===== src/rtl/fifo_stream_reader_if.sv =====
// Bundles the FIFO read port, the downstream valid/ready stream and the status signals.
// The design uses the slave modport; the environment driving it uses master.
interface fifo_stream_reader_if #(
    parameter int unsigned BITS  = 32,
    parameter int unsigned CNT_W = 16
);
    logic [BITS-1:0]  fifo_dout;
    logic             fifo_pndng;
    logic             fifo_pop;
    logic             enable;
    logic [BITS-1:0]  out_data;
    logic             out_valid;
    logic             out_ready;
    logic [CNT_W-1:0] words_out;
    logic             busy;

    modport master (
        output fifo_dout, fifo_pndng, enable, out_ready,
        input  fifo_pop, out_data, out_valid, words_out, busy
    );

    modport slave (
        input  fifo_dout, fifo_pndng, enable, out_ready,
        output fifo_pop, out_data, out_valid, words_out, busy
    );
endinterface


===== src/rtl/fifo_stream_reader.sv =====
// Drains a first-word-fall-through FIFO into a registered valid/ready stream.
// A two-entry buffer lets fifo_pop depend only on registered occupancy, never on out_ready.
module fifo_stream_reader #(
    parameter int unsigned BITS  = 32,
    parameter int unsigned CNT_W = 16
) (
    input  logic                 clk,
    input  logic                 rst,
    fifo_stream_reader_if.slave  bus
);

    typedef enum logic [1:0] {
        OCC0 = 2'd0,
        OCC1 = 2'd1,
        OCC2 = 2'd2
    } occ_e;

    occ_e             occ_q, occ_d;
    logic [BITS-1:0]  h_q, h_d;
    logic [BITS-1:0]  s_q, s_d;
    logic [CNT_W-1:0] words_q, words_d;
    logic             pop_c;
    logic             xfer_c;

    // Pop only while a slot is guaranteed free at the next edge.
    assign pop_c  = rst & bus.enable & bus.fifo_pndng & (occ_q != OCC2);
    assign xfer_c = (occ_q != OCC0) & bus.out_ready;

    always_ff @(posedge clk or negedge rst) begin
        if (!rst) begin
            occ_q   <= OCC0;
            h_q     <= '0;
            s_q     <= '0;
            words_q <= '0;
        end else begin
            occ_q   <= occ_d;
            h_q     <= h_d;
            s_q     <= s_d;
            words_q <= words_d;
        end
    end

    always_comb begin
        occ_d   = occ_q;
        h_d     = h_q;
        s_d     = s_q;
        words_d = words_q;

        if (xfer_c) begin
            words_d = words_q + CNT_W'(1);
        end

        case (occ_q)
            OCC0: begin
                if (pop_c) begin
                    h_d   = bus.fifo_dout;
                    occ_d = OCC1;
                end
            end
            OCC1: begin
                if (pop_c && xfer_c) begin
                    h_d = bus.fifo_dout;
                end else if (xfer_c) begin
                    occ_d = OCC0;
                end else if (pop_c) begin
                    s_d   = bus.fifo_dout;
                    occ_d = OCC2;
                end
            end
            OCC2: begin
                // pop_c is low here, so only the skid entry moves forward.
                if (xfer_c) begin
                    h_d   = s_q;
                    occ_d = OCC1;
                end
            end
            default: begin
                occ_d = OCC0;
            end
        endcase
    end

    assign bus.fifo_pop  = pop_c;
    assign bus.out_valid = (occ_q != OCC0);
    assign bus.out_data  = h_q;
    assign bus.words_out = words_q;
    assign bus.busy      = (occ_q != OCC0) | pop_c;

endmodule


===== src/flat_wrapper.sv =====
// flat-port wrapper written by rule: the top's interface ports become plain ports
module fifo_stream_reader_flat 
#(
    parameter int unsigned BITS  = 32,
    parameter int unsigned CNT_W = 16
)
  (clk, rst, bus_fifo_dout, bus_fifo_pndng, bus_enable, bus_out_ready, bus_fifo_pop, bus_out_data, bus_out_valid, bus_words_out, bus_busy);
  fifo_stream_reader_if #(.BITS(BITS), .CNT_W(CNT_W)) bus_i ();
  input  logic clk;
  input  logic rst;
  input wire logic [$bits(bus_i.fifo_dout)-1:0] bus_fifo_dout;
  input wire logic [$bits(bus_i.fifo_pndng)-1:0] bus_fifo_pndng;
  input wire logic [$bits(bus_i.enable)-1:0] bus_enable;
  input wire logic [$bits(bus_i.out_ready)-1:0] bus_out_ready;
  output wire logic [$bits(bus_i.fifo_pop)-1:0] bus_fifo_pop;
  output wire logic [$bits(bus_i.out_data)-1:0] bus_out_data;
  output wire logic [$bits(bus_i.out_valid)-1:0] bus_out_valid;
  output wire logic [$bits(bus_i.words_out)-1:0] bus_words_out;
  output wire logic [$bits(bus_i.busy)-1:0] bus_busy;
  assign bus_i.fifo_dout = bus_fifo_dout;
  assign bus_i.fifo_pndng = bus_fifo_pndng;
  assign bus_i.enable = bus_enable;
  assign bus_i.out_ready = bus_out_ready;
  assign bus_fifo_pop = bus_i.fifo_pop;
  assign bus_out_data = bus_i.out_data;
  assign bus_out_valid = bus_i.out_valid;
  assign bus_words_out = bus_i.words_out;
  assign bus_busy = bus_i.busy;
  fifo_stream_reader #(.BITS(BITS), .CNT_W(CNT_W)) u_core (.clk(clk), .rst(rst), .bus(bus_i));
endmodule

===== config.mk =====
export PLATFORM = sky130hd
export DESIGN_NAME = fifo_stream_reader_flat
export DESIGN_NICKNAME = d
export VERILOG_FILES = /design/src/rtl/fifo_stream_reader_if.sv /design/src/rtl/fifo_stream_reader.sv /design/src/flat_wrapper.sv
export SDC_FILE = /design/constraint.sdc
export NUM_CORES = 1
export LEC_CHECK = 0
export CAP_MARGIN = 20
export CORE_MARGIN = 4
export CORE_UTILIZATION = 45
export DETAILED_ROUTE_END_ITERATION = 16
export GPL_TIMING_DRIVEN = 0
export PLACE_DENSITY = 0.8
export SETUP_SLACK_MARGIN = 0.05
export SLEW_MARGIN = 20
export SYNTH_ARGS = -nofsm -noshare
export SYNTH_HDL_FRONTEND = slang
export SYNTH_SLANG_ARGS = --single-unit

===== constraint.sdc =====
create_clock -name clk -period 1.5 [get_ports clk]
set_input_delay 0.45 -clock clk [delete_from_list [all_inputs] [get_ports clk]]
set_output_delay 0.45 -clock clk [all_outputs]
set_load 0.02 [all_outputs]

# ---- Yosys cells after proc, flatten, opt, wreduce, memory -nomap -nowiden
# Cells that the tools add are included.
dict set report classes {
  addsub 1
  eq_ne 8
  mux 10
  bitwise 7
  n_reduce_logical 7
}
# operator n
set op_table {}
lappend op_table {{two-way mux 32 bit} 3}
lappend op_table {{one-hot mux 32 bit (3 select lines)} 1}
lappend op_table {{adder 16 x 1 -> 16 bit, second input constant} 1}
lappend op_table {{AND reduction 4 bit} 3}
lappend op_table {{two-way mux 2 bit} 5}
lappend op_table {{!= test 2 x 1 -> 1 bit, second input constant} 3}
lappend op_table {{one-hot mux 2 bit (3 select lines)} 1}
lappend op_table {{bitwise AND 1 bit} 4}
lappend op_table {{!= test 2 bit, second input constant} 2}
lappend op_table {{!= test 3 x 1 -> 1 bit, second input constant} 1}
lappend op_table {{nonzero test 3 bit} 1}
lappend op_table {{equality test 2 x 1 -> 1 bit, second input constant} 1}
lappend op_table {{equality test 2 bit, second input constant} 1}
lappend op_table {{logical NOT 2 bit} 1}
lappend op_table {{inverter 1 bit} 2}
lappend op_table {{nonzero test 2 bit} 1}
lappend op_table {{logical AND 1 bit} 1}
lappend op_table {{OR 1 bit} 1}
dict set report totals {
  reg_bits 82
  in_bits 37
}

# ---- Depth between registers and ports, before layout
# Gate-level depths: netlist (run 1).
dict set report logic_depth {
  word_depth 7
  depth_mapped 5
  ltp_nobuf 5
}

# ---- Worst setup path after synthesis (run 1)
# No wires, ideal clock.
dict set report synth_timing {
  path_kind {flip-flop to flip-flop}
  start {register u_core.occ_q[1]}
  end {register u_core.s_q[10]}
  t_arrival_ns 1.374
  required_time_ns 1.375
  slack_ns 0.001
  path_stages_with_launch 6
  n_path_buf 2
  cell_sequence {dfrtp_1 nand4b_4 nor2b_4 buf_6 buf_12 mux2_4}
}
dict set report synth_between {
  elab_chain_cells 5
  word_cells_on_any_way 9
}
# element line
set synth_lines {}
lappend synth_lines {{start: declaration} fifo_stream_reader.sv:18} ;# occ_e occ_q, occ_d;
lappend synth_lines {{start signal: assignment} fifo_stream_reader.sv:31} ;# occ_q <= OCC0;
lappend synth_lines {{start signal: assignment} fifo_stream_reader.sv:36} ;# occ_q <= occ_d;
lappend synth_lines {{!= test 2 bit or nonzero test 2 bit (tied branches)} {fifo_stream_reader.sv:26, fifo_stream_reader.sv:27}}
lappend synth_lines {{bitwise AND 1 bit (on tied branches)} {fifo_stream_reader.sv:26, fifo_stream_reader.sv:27}}
lappend synth_lines {{logical AND 1 bit} fifo_stream_reader.sv:61} ;# if (pop_c && xfer_c) begin
lappend synth_lines {{inverter 1 bit (no source line)} -}
lappend synth_lines {{AND reduction 4 bit (no source line) (*)} -}
lappend synth_lines {{end signal: assignment} fifo_stream_reader.sv:33} ;# s_q <= '0;
lappend synth_lines {{end signal: assignment} fifo_stream_reader.sv:38} ;# s_q <= s_d;
lappend synth_lines {{end: declaration} fifo_stream_reader.sv:20} ;# logic [BITS-1:0] s_q, s_d;
# Every way passes the cells marked *; elsewhere a longest branch is shown, timed or not.
# A chain may end at the register's enable or synchronous reset.

# ---- Final worst setup path (run 1)
dict set report layout_timing {
  start {register u_core.occ_q[0]}
  end {output port bus_fifo_pop}
}
dict set report layout_between {
  elab_chain_cells 2
}
# element line
set layout_lines {}
lappend layout_lines {{!= test 2 bit} fifo_stream_reader.sv:26} ;# assign pop_c = rst & bus.enable & bus.fifo_pndng & (occ_q != OCC2);
lappend layout_lines {{bitwise AND 1 bit} fifo_stream_reader.sv:26}
lappend layout_lines {{end: declaration} flat_wrapper.sv:15} ;# output wire logic [$bits(bus_i.fifo_pop)-1:0] bus_fifo_pop;
# No other way between the ends.

==> results of run 1 <==
cells in the final DEF (no fill, tap or decap), types with 4 or more instances in the layout:
cell type        instances
buf_2                   48
buf_4                   21
buf_6                   21
buf_8                   10
clkbuf_1                 4
clkbuf_8                 9
clkdlybuf4s50_1         32
dfrtp_1                 79
mux2_4                  32
nand3_1                  4
o221a_1                  6
o221a_2                 14
o221a_4                 12
or3_1                   22
or3_4                   10
xnor2_1                  8
xor2_1                   5
cell type report:
class / instances / share of cell area, %
Antenna cell: 1 / 0.04548
Clock buffer: 11 / 2.387
Buffer: 13 / 2.615
Clock inverter: 5 / 1.000
Inverter: 1 / 0.06821
Multi-Input combinational cell: 153 / 31.04
Tap cell: 102 / 2.319
Timing Repair Buffer: 136 / 23.17
Sequential cell: 82 / 37.36
per-layer routing:
layer	GRT usage, %	vias to the layer above
met5	0	-
met4	6.197	0
met3	3.822	11
met2	35.78	73
met1	26.69	1408
li1	-	1243
through the flow:
step | cells | instance area, um2
final | 504 | 5503
after global routing | 504 | 5503
after CTS | 506 | 5534
after detailed placement | 443 | 4723
after global placement | 442 | 4698
after floorplan | 253 | 3700
cell usage after synthesis (all sizes together) (2+ instances only):
master / number / area (um2)
xor2: 6 / 60.06
mux2: 33 / 484.2
and2: 2 / 12.51
nor2b: 2 / 27.53
buf: 11 / 127.6
o221a: 32 / 360.3
and4: 3 / 28.78
and3: 5 / 31.28
a21oi: 2 / 10.01
xnor2: 9 / 78.83
nand4: 3 / 18.77
dfrtp: 82 / 2052
nand2: 3 / 11.26
nand3: 6 / 30.03
or3: 32 / 200.2
o21ai: 2 / 21.27
nor2: 5 / 18.77
clkbuf: 6 / 23.77
power groups by stage:
| stage | clock [mW] | sequential (mW) | combinational (mW) |
|---|---|---|---|
| after floorplan | 0 | 3.38 | 0.780 |
| after global placement | 0 | 3.09 | 1.93 |
| after detailed placement | 0 | 3.12 | 1.98 |
| after CTS | 1.57 | 3.07 | 2.08 |
| after global routing | 1.68 | 3.17 | 2.23 |
| final | 1.56 | 3.09 | 2.08 |
cell families after synthesis:
family | Yosys count
DFF | 82
xor gates and xnor gates | 15
AOI/OAI and AO/OA | 39
muxes | 33
buffers and inverters | 18
and+or+nand+nor | 65
adders and majority gates | 1
sequential cells by signal, indices dropped and copies added (netlist names):
register,flops
u_core.bus.words_out,16
u_core.bus.out_data,32
u_core.s_q,32
u_core.occ_q,2
final timing paths:
path / depth (start not counted) / start / endpoint
hold / removal: 2 / rst / u_core.bus.out_data[3]
hold reg to reg: 1 / u_core.bus.words_out[15] / u_core.bus.words_out[15]
setup reg to reg: 6 / u_core.occ_q[1] / u_core.bus.out_data[11]
max in group asynchronous: 2 / rst / u_core.bus.out_data[8]
setup / recovery: 4 / u_core.occ_q[0] / bus_fifo_pop
min in group clk: 1 / u_core.bus.words_out[15] / u_core.bus.words_out[15]
worst max-delay path: cells and delay by family, from the launching register on:
kind	cells	cell delay, ns
simple gates	2	0.27
buf+inv	2	0.26
flops	1	0.43
timing repair:
| item | in CTS | in global routing |
|---|---|---|
| endpoints found under the setup margin | 128 | 86 |
| gates resized for setup | 271 | 37 |
| hold buffers | 1 | 0 |
| buffers inserted | 36 | 3 |
| pin swaps | 4 | 6 |
| hold endpoints to repair | 16 | 0 |
| cloned | 11 | 1 |
==> impl_results.md, run 1 <==
* Critical path startpoint category: flip-flop
* Reg clk slew, reported paths at 0.08 ns
* RSZ-0062 raised after global routing: yes
* Xor/xnor cell area share of the yosys netlist at 3.759%
* Pin count of the biggest net entering global routing at 26
* Sink Count at 82
* WL met2 at 4960 um
* Area overhead of the layout relative to synthesis at 48.93%
* Die area at 9724 um2
* Routed WL at 9766 um
* PwrDens at 1223 nW/um2
* IO Count at 88
* Slew Limit Headroom at 49.05%
* Routed met3 length at 356 um
* Crit path max fanout at 4
* Post-layout net count at 434
* Adder-cell share of the synthesized area at 0.3386%
* Grt ovf at 0
* Maximum capacitance violations at 0
* Routed wire length per instance at 19.38 um
* Slowest stage cell, crit path: dfrtp_2
* Max-slew violations at 0
* Pint at 4.678 mW
* H-tree Lvls at 3
* Main combinational cell family by area after synthesis: multiplexers
* Multi-input logic area at 1708 um2
* Sequential Power Share at 45.9%
* Clock Path Buffers at 2
* Placer Congestion at 0.6957
* Required time worst endpoint at 1.05 ns
* Cell count after synthesis at 253
* CTS tree: yes
* Clk Latency, worst-skew pair at 0.34 ns
* Syn Nets at 291
* Initial antenna violation count at 1
* Clock power frac at 23.1%
* Tot GR Track Use at 20.75%
* EDFF count, synth at 0
* Min cycle time layout at 1.753 ns
* Vias/cell at 5.427
* Share of cells above drive strength 1 at 54.36%
* FF+latch count, synth at 82
* Highest Signal Layer: met4
* Post-synth cell types at 36
* Post-Synth Simple-Gate Area at 11.45%
* Worst setup margin at -0.2528 ns
* DRC viols at 0
* Final setup vio count at 67
* Starting Density at 47.08%
* Metal-1 WL at 4299 um
* Actual slew at the worst max-slew pin at 0.7617 ns
* HPWL after detailed placement at 5661 um
* Fill cells at 562
* Vias post-DR at 2,735
* Die width at 98.61 um
* Antenna Violating Nets Remaining at 0
* Hold Crit Class: in -> async
* Final Hold Viols at 0
* Part of the power in combinational logic at 31.0%
* Register area at 2056 um2
* Sw Share at 30.49%
* Core Footprint at 7848 um2
* Num CTS Buffers at 9
* Post-placement setup slack at -1.228 ns
* Buffers on Ports at 87
* Critical Path AT at 1.30 ns
* Root buf cell: clkbuf_8
* Die Y at 98.61 um
* Top cell by count, worst path: buf_6
* Worst-path cell chain: buf_6, and2b_1, nor2_2, buf_6
* Initial DRC Count at 59
* Vias in the first global route at 3,127
* Leakage at 2.480 nW
* Layout Utilization at 70.12%
* Avg Inst Size Synth at 14.60 um2
* Worst VDD drop at 0.6246 mV
* TNS Setup at -10.72 ns
* WHS at 0.02205 ns
* NetSw at 2.052 mW
* Run status: complete, but fails checks
* CP Class: reg -> out
* Standard-cell rows at 32
* Seq/Total Area, Yosys at 55.54%
* Mapped cell area at 3695 um2
* Crit-path max cell delay at 0.43 ns
* Critical Path End Type: output port
* Global-route wire length before repair at 15,950 um
* Final Skew at 0.01169 ns
* Post-synth ARST share at 100.0%
* Top FF cell, synth: dfrtp_1
* Reg2reg setup slack at -0.20 ns
* Violated checks: negative setup slack
* DRT Pass-1 Iters at 4
* Total power at 6.730 mW
* Tcrit/Tclk final at 116.9%
* Synth Area in Compound Gates at 11.62%
* Ys Warns at 0
* F_max at 570.5 MHz
* Proportion of synthesized area in mux cells at 13.11%
(Power assumes the default switching activity.)
==> run 2: changes to the inputs <==
--- a/config.mk
+++ b/config.mk
@@ -8,6 +8,7 @@
 export CAP_MARGIN = 20
 export CORE_MARGIN = 4
 export CORE_UTILIZATION = 45
+export CTS_CLUSTER_DIAMETER = 40
 export DETAILED_ROUTE_END_ITERATION = 16
 export GPL_TIMING_DRIVEN = 0
 export PLACE_DENSITY = 0.8
==> results of run 2 <==
The final DEF is identical to that of run 1; final timing and power are the same.
